File: config.mk
export PLATFORM = sky130hd
export DESIGN_NAME = fwd_hazard_ctrl
export DESIGN_NICKNAME = d
export VERILOG_FILES = /design/src/rtl/fwd_hazard_ctrl_pkg.sv /design/src/rtl/fwd_hazard_ctrl_fwd_match.sv /design/src/rtl/fwd_hazard_ctrl.sv
export SDC_FILE = /design/constraint.sdc
export NUM_CORES = 1
export LEC_CHECK = 0
export CORE_UTILIZATION = 49
export CTS_CLUSTER_SIZE = 30
export DETAILED_ROUTE_END_ITERATION = 16
export GPL_TIMING_DRIVEN = 0
export PLACE_DENSITY = 0.82
export SLEW_MARGIN = 20
export SYNTH_ARGS = -nofsm -noshare
export SYNTH_HDL_FRONTEND = slang
export SYNTH_SLANG_ARGS = --single-unit
File: constraint.sdc
create_clock -name clk -period 2.8 [get_ports clk]
set_input_delay 0.56 -clock clk [delete_from_list [all_inputs] [get_ports clk]]
set_output_delay 0.56 -clock clk [all_outputs]
set_load 0.005 [all_outputs]
File: src/rtl/fwd_hazard_ctrl_pkg.sv
// ---------------------------------------------------------------------------
// fwd_hazard_ctrl_pkg : shared encodings for the forwarding/hazard controller
// Revision: 1.0
// ---------------------------------------------------------------------------
`default_nettype none

package fwd_hazard_ctrl_pkg;

    localparam int ALU_B_OP_W = 1;
    localparam logic [ALU_B_OP_W-1:0] ALU_B_OP_IM   = 1'b0;
    localparam logic [ALU_B_OP_W-1:0] ALU_B_OP_REGB = 1'b1;

    localparam logic FOWD_SEL_MEM = 1'b0;
    localparam logic FOWD_SEL_WB  = 1'b1;

    typedef enum logic [0:0] {
        FHC_RUN      = 1'b0,
        FHC_LU_STALL = 1'b1
    } fhc_state_t;

endpackage

`default_nettype wire

File: src/rtl/fwd_hazard_ctrl_fwd_match.sv
// ---------------------------------------------------------------------------
// fwd_match : compares one source register against the ex and mem entries
// Revision: 1.0
// ---------------------------------------------------------------------------
`default_nettype none

module fwd_match
    import fwd_hazard_ctrl_pkg::*;
#(
    parameter int REG_ADDR_W = 4,
    parameter int ZERO_REG   = 1
) (
    input  logic                  use_src,
    input  logic [REG_ADDR_W-1:0] src,
    input  logic                  ex_valid,
    input  logic                  ex_wr,
    input  logic [REG_ADDR_W-1:0] ex_dst,
    input  logic                  mem_valid,
    input  logic                  mem_wr,
    input  logic [REG_ADDR_W-1:0] mem_dst,
    output logic                  en,
    output logic                  sel,
    output logic                  ex_hit
);

    logic w_src_live;
    logic w_mem_hit;

    assign w_src_live = use_src & ~((ZERO_REG != 0) && (src == '0));
    assign ex_hit     = w_src_live & ex_valid  & ex_wr  & (ex_dst  == src);
    assign w_mem_hit  = w_src_live & mem_valid & mem_wr & (mem_dst == src);

    // The ex entry is the younger writer, so it shadows the mem entry.
    assign en  = ex_hit | w_mem_hit;
    assign sel = ex_hit ? FOWD_SEL_MEM : (w_mem_hit ? FOWD_SEL_WB : FOWD_SEL_MEM);

endmodule

`default_nettype wire

File: src/rtl/fwd_hazard_ctrl.sv
// ---------------------------------------------------------------------------
// fwd_hazard_ctrl : operand forwarding, load-use stall and flush sequencing
// Revision: 1.0
// ---------------------------------------------------------------------------
`default_nettype none

module fwd_hazard_ctrl
    import fwd_hazard_ctrl_pkg::*;
#(
    parameter int REG_ADDR_W = 4,
    parameter int ZERO_REG   = 1
) (
    input  logic                  clk,
    input  logic                  rst_n,
    input  logic                  hold,
    input  logic                  flush,
    input  logic                  id_valid,
    input  logic [REG_ADDR_W-1:0] id_rs_a,
    input  logic [REG_ADDR_W-1:0] id_rs_b,
    input  logic                  id_use_a,
    input  logic [ALU_B_OP_W-1:0] id_alu_b_op,
    input  logic                  id_wr_en,
    input  logic [REG_ADDR_W-1:0] id_dst,
    input  logic                  id_is_load,
    output logic                  stall,
    output logic                  bubble,
    output logic                  alu_a_fowd_en,
    output logic                  alu_a_fowd_sel,
    output logic                  alu_b_fowd_en,
    output logic                  alu_b_fowd_sel
);

    // The entry leaving mem needs no tracking: its register-file write
    // completes before any instruction in ID reads its operands.
    logic                  r_ex_valid, r_ex_wr, r_ex_load;
    logic [REG_ADDR_W-1:0] r_ex_dst;
    logic                  r_mem_valid, r_mem_wr;
    logic [REG_ADDR_W-1:0] r_mem_dst;

    fhc_state_t r_state;
    fhc_state_t w_state_next;

    logic w_use_b;
    logic w_a_en, w_a_sel, w_a_ex_hit;
    logic w_b_en, w_b_sel, w_b_ex_hit;
    logic w_hazard;
    logic w_issue;

    assign w_use_b = (id_alu_b_op == ALU_B_OP_REGB);

    fwd_match #(.REG_ADDR_W(REG_ADDR_W), .ZERO_REG(ZERO_REG)) u_match_a (
        .use_src  (id_use_a),
        .src      (id_rs_a),
        .ex_valid (r_ex_valid),
        .ex_wr    (r_ex_wr),
        .ex_dst   (r_ex_dst),
        .mem_valid(r_mem_valid),
        .mem_wr   (r_mem_wr),
        .mem_dst  (r_mem_dst),
        .en       (w_a_en),
        .sel      (w_a_sel),
        .ex_hit   (w_a_ex_hit)
    );

    fwd_match #(.REG_ADDR_W(REG_ADDR_W), .ZERO_REG(ZERO_REG)) u_match_b (
        .use_src  (w_use_b),
        .src      (id_rs_b),
        .ex_valid (r_ex_valid),
        .ex_wr    (r_ex_wr),
        .ex_dst   (r_ex_dst),
        .mem_valid(r_mem_valid),
        .mem_wr   (r_mem_wr),
        .mem_dst  (r_mem_dst),
        .en       (w_b_en),
        .sel      (w_b_sel),
        .ex_hit   (w_b_ex_hit)
    );

    // An empty ID slot has nothing to stall for.
    assign w_hazard = id_valid & r_ex_load & (w_a_ex_hit | w_b_ex_hit);

    always_comb begin
        w_state_next = r_state;
        stall        = 1'b0;
        bubble       = 1'b0;
        if (!hold) begin
            case (r_state)
                FHC_RUN: begin
                    if (w_hazard) begin
                        bubble = 1'b1;
                        if (!flush) begin
                            stall        = 1'b1;
                            w_state_next = FHC_LU_STALL;
                        end
                    end
                end
                FHC_LU_STALL: w_state_next = FHC_RUN;
                default:      w_state_next = FHC_RUN;
            endcase
        end
    end

    assign w_issue = id_valid & ~stall & ~flush;

    always_ff @(posedge clk or negedge rst_n) begin
        if (!rst_n) begin
            r_state        <= FHC_RUN;
            r_ex_valid     <= 1'b0;
            r_ex_wr        <= 1'b0;
            r_ex_load      <= 1'b0;
            r_ex_dst       <= '0;
            r_mem_valid    <= 1'b0;
            r_mem_wr       <= 1'b0;
            r_mem_dst      <= '0;
            alu_a_fowd_en  <= 1'b0;
            alu_a_fowd_sel <= 1'b0;
            alu_b_fowd_en  <= 1'b0;
            alu_b_fowd_sel <= 1'b0;
        end else if (!hold) begin
            r_state        <= w_state_next;
            r_mem_valid    <= r_ex_valid;
            r_mem_wr       <= r_ex_wr;
            r_mem_dst      <= r_ex_dst;
            r_ex_valid     <= w_issue;
            r_ex_wr        <= w_issue & id_wr_en;
            r_ex_load      <= w_issue & id_is_load;
            r_ex_dst       <= w_issue ? id_dst : '0;
            alu_a_fowd_en  <= w_issue & w_a_en;
            alu_a_fowd_sel <= w_issue & w_a_sel;
            alu_b_fowd_en  <= w_issue & w_b_en;
            alu_b_fowd_sel <= w_issue & w_b_sel;
        end
    end

endmodule

`default_nettype wire

==> parameters.txt <==
Parameter                              Value

STA
  Max-Slew Margin vs Limit ... 0.3587
  Crit path time final ... ~2.8 ns
  Final count of hold timing violations ... 0
  Count of final max-slew check failures ... 0
  Worst setup skew after layout ... between 0.003 and 0.004 ns
  Final setup fails ... 0
  Maximum operating frequency ... approximately 360 MHz
  Final period utilization ... 0.9834
  Setup repair after global routing missed its margin ... no
  Pin slew with the least headroom to its limit ... 0.9599 ns
  Aggregate negative setup slack ... 0 ns

Finish
  Diode count ... 0
  Nets ... 132
  Post-synthesis to final-layout area growth ... 41.82%
  Layout cell share with drive strength beyond 1 ... 0.1927
  Core Util, Final ... 0.7504
  Final instance area ... about 1300 um^2

Pwr
  Seq pwr share ... 0.563
  Switching fraction of total power ... 0.2585
  Total power of the final layout ... a little over 0.0005 W
  Cell-internal power ... between 0.0003 and 0.0004 W
  Fraction of power consumed by the clock network ... 0.247
  Net Sw Power ... approximately 0.00013 W
  Fraction of power consumed by combinational cells ... 0.190
  P per Cell Area ... around 380 nW/um^2
  Leak ... roughly 0.57 nW
  IR Drop Worst-Case VDD ... 0.2768 mV

Critical path
  Critical Path Start Type ... primary input
  Crit path DAT ... around 2.2 ns
  Crit path capture type ... output pin
  Critical setup path kind ... in2out
  Critical path peak fanout ... 2
  Required time at the endpoint of the critical path ... 2.24 ns

Die
  Die extent in y ... between 40 and 50 um
  Core region area ... about 1800 um^2
  Area enclosed by the die boundary ... 2083 um^2
  I/O pin total ... 27
  Die width ... between 40 and 50 um
  Starting density of the core ... 0.5291
  # rows ... 15

Outcome
  Outcome ... completed

Logic synthesis
  Mapped Cells ... 79
  Synthesized Nets ... 100
  Combined area of all synthesized cells ... 933.4 um^2
  Synth unique cells ... 24
  Part of the Yosys area used for sequential elements ... 0.4826
  Warnings from Yosys ... 0
  Post-synthesis register bit count ... 18
  Average cell area after synthesis ... ~12 um^2

GRT
  Number of global-route vias before repair ... 730
  Global routing usage summed across all routing layers ... 0.2259
  Antenna violations before repair ... 0
  GR Overflow Total ... 0
  Pin count of the biggest net entering global routing ... 19
  Global-route wire length before repair ... approximately 3200 um

Placed design
  Count of input and output buffers ... 26
  Placed cell areas ... 1225 um^2
  RePlAce Congestion ... ~0.95
  Placed wire-length estimate ... 1581 um

Drt
  Via density ... between 5 and 6
  Routed via count ... just under 800
  Iteration count of the initial detailed-routing pass ... 4
  Post-detailed-routing wire length ... 2122 um
  DRC violation count after routing ... 0
  First DRT Iteration DRCs ... 21
  Post-DR wirelength/cell ... approximately 16 um
  Antenna violation net count after detailed routing ... 0

CTS
  # hold bufs at CTS ... 0
  Clock insertion delay at the later pin of the skew report ... between 0.2 and 0.3 ns
  Clock Root Buffer ... clkbuf_4
  Depth of the CTS H-tree ... 1
  Clock-pin slew on the worst setup and hold paths ... 0.09 ns
  Total CTS buffers ... 3
  Number of clock sinks ... 18
  Deepest clock path buffer count ... 2
  TritonCTS clock tree ... built

Worst hold path
  Hold/Removal Path Class ... reg2reg

Run
  Max-cap viol count ... 0
## power by group through the flow
stage / registers [W] / clock network (W) / logic, W
6_report: 0.000285 / 0.000125 / 0.0000963
5_1_grt: 0.000287 / 0.000134 / 0.000104
4_1_cts: 0.000285 / 0.000128 / 0.0000970
3_5_place_dp: 0.000290 / 0 / 0.0000891
3_3_place_gp: 0.000290 / 0 / 0.0000870
2_1_floorplan: 0.000287 / 0 / 0.0000430
## flip-flops by register name, summed over array words and instances (netlist names)
name            count
r_ex_dst            4
r_ex_load           1
alu_a_fowd_sel      1
alu_b_fowd_en       1
r_mem_dst           4
r_ex_wr             1
r_mem_wr            1
r_mem_valid         1
r_state             1
alu_b_fowd_sel      1
r_ex_valid          1
alu_a_fowd_en       1
## routing by layer
| layer | routed length (um) | GRT usage | vias to the layer above | share of wire |
|---|---|---|---|---|
| met5 | 0 | 0 | - | 0 |
| met4 | 25 | 0.07273 | 0 | 0.012 |
| met3 | 101 | 0.02381 | 5 | 0.048 |
| met2 | 1033 | 0.3943 | 26 | 0.49 |
| met1 | 961 | 0.2901 | 375 | 0.45 |
| li1 | - | - | 367 | - |
## kinds of logic after synthesis
| family | count (synthesis) | share of synthesized area |
|---|---|---|
| flip-flops | 18 | 0.4826 |
| AND/OR/NAND/NOR | 18 | 0.1153 |
| AO/OA/AOI/OAI | 17 | 0.1555 |
| XOR/XNOR | 16 | 0.1501 |
| multiplexers | 6 | 0.07238 |
| buffers and inverters | 4 | 0.02413 |
## metrics by stage
step	instances	setup slack, ns	hold slack, ns
floorplan	79	0.6982	0.2644
global placement	130	-0.5000	0.4607
detailed placement	130	-0.6267	0.4726
CTS	134	0.01108	0.4919
global route	134	0.007090	0.5089
finish	134	0.04642	0.4854
## critical path: stages
cell and delay [ns]:
clkdlybuf4s50_1 0.51, o41ai_4 0.11, nor4_4 0.33, o21ai_2 0.10, inv_1 0.09, clkdlybuf4s50_1 0.50
## cell usage in the layout (no fill, tap or decap), types with 2 or more instances in the layout
cell and count:
nor4_4 2, clkdlybuf4s50_1 16, nand4_1 2, a2111oi_0 2
a32o_1 8, dlygate4sd2_1 6, clkdlybuf4s15_2 2, xor2_1 4
xnor2_1 12, clkbuf_4 3, nand3_1 2, nor3_1 2
mux2_2 6, nand2_1 4, a21o_1 2, clkbuf_1 2
o41ai_4 2, dfrtp_1 18, o21ai_0 2
## path summary, 6_finish.rpt
path                                       startpoint                          to  slack, ns  depth (start not counted)
min in group asynchronous                       rst_n       r_ex_load$_DFFE_PN0N_       0.73                          1
max in group asynchronous                       rst_n    r_mem_dst[0]$_DFFE_PN0N_       1.58                          1
max                                          id_use_a                      bubble       0.05                          6
max reg2reg                   r_ex_dst[2]$_DFFE_PN0N_  alu_b_fowd_sel$_DFFE_PN0N_       1.15                          6
min                        alu_b_fowd_sel$_DFFE_PN0N_  alu_b_fowd_sel$_DFFE_PN0N_       0.49                          1
min reg2reg                alu_b_fowd_sel$_DFFE_PN0N_  alu_b_fowd_sel$_DFFE_PN0N_       0.49                          1
## cell usage after synthesis (all sizes together)
master   instances  area share
nor3             2       0.011
clkbuf           2      0.0080
a2111oi          2       0.019
and4bb           1       0.013
o41ai            2       0.019
nand2b           2       0.016
nor4             2       0.013
inv              1      0.0040
nand2            4       0.016
xor2             4       0.038
nor3b            1      0.0080
nor2             1      0.0040
or3b             1      0.0094
mux2             6       0.072
a32o             8       0.086
nand4            2       0.013
nand3            2       0.011
buf              1       0.012
a21o             2       0.016
dfrtp           18        0.48
o21ai            3       0.016
xnor2           12        0.11
## area by class of cell
| type | count | area, um^2 |
|---|---|---|
| timing repair buffer | 27 | 265.3 |
| sequential | 18 | 450.4 |
| buffer | 3 | 18.77 |
| fill | 147 | 440.4 |
| inverter | 1 | 3.754 |
| clock buffer | 3 | 22.52 |
| tap | 25 | 31.28 |
| multi-input combinational | 57 | 531.8 |
## repair_timing
action / CTS / global route
setup buffers: 1 / 0
setup endpoints to repair: 2 / 1
pin swaps: 3 / 3
resized for setup: 22 / 2
(Power assumes the default switching activity.)
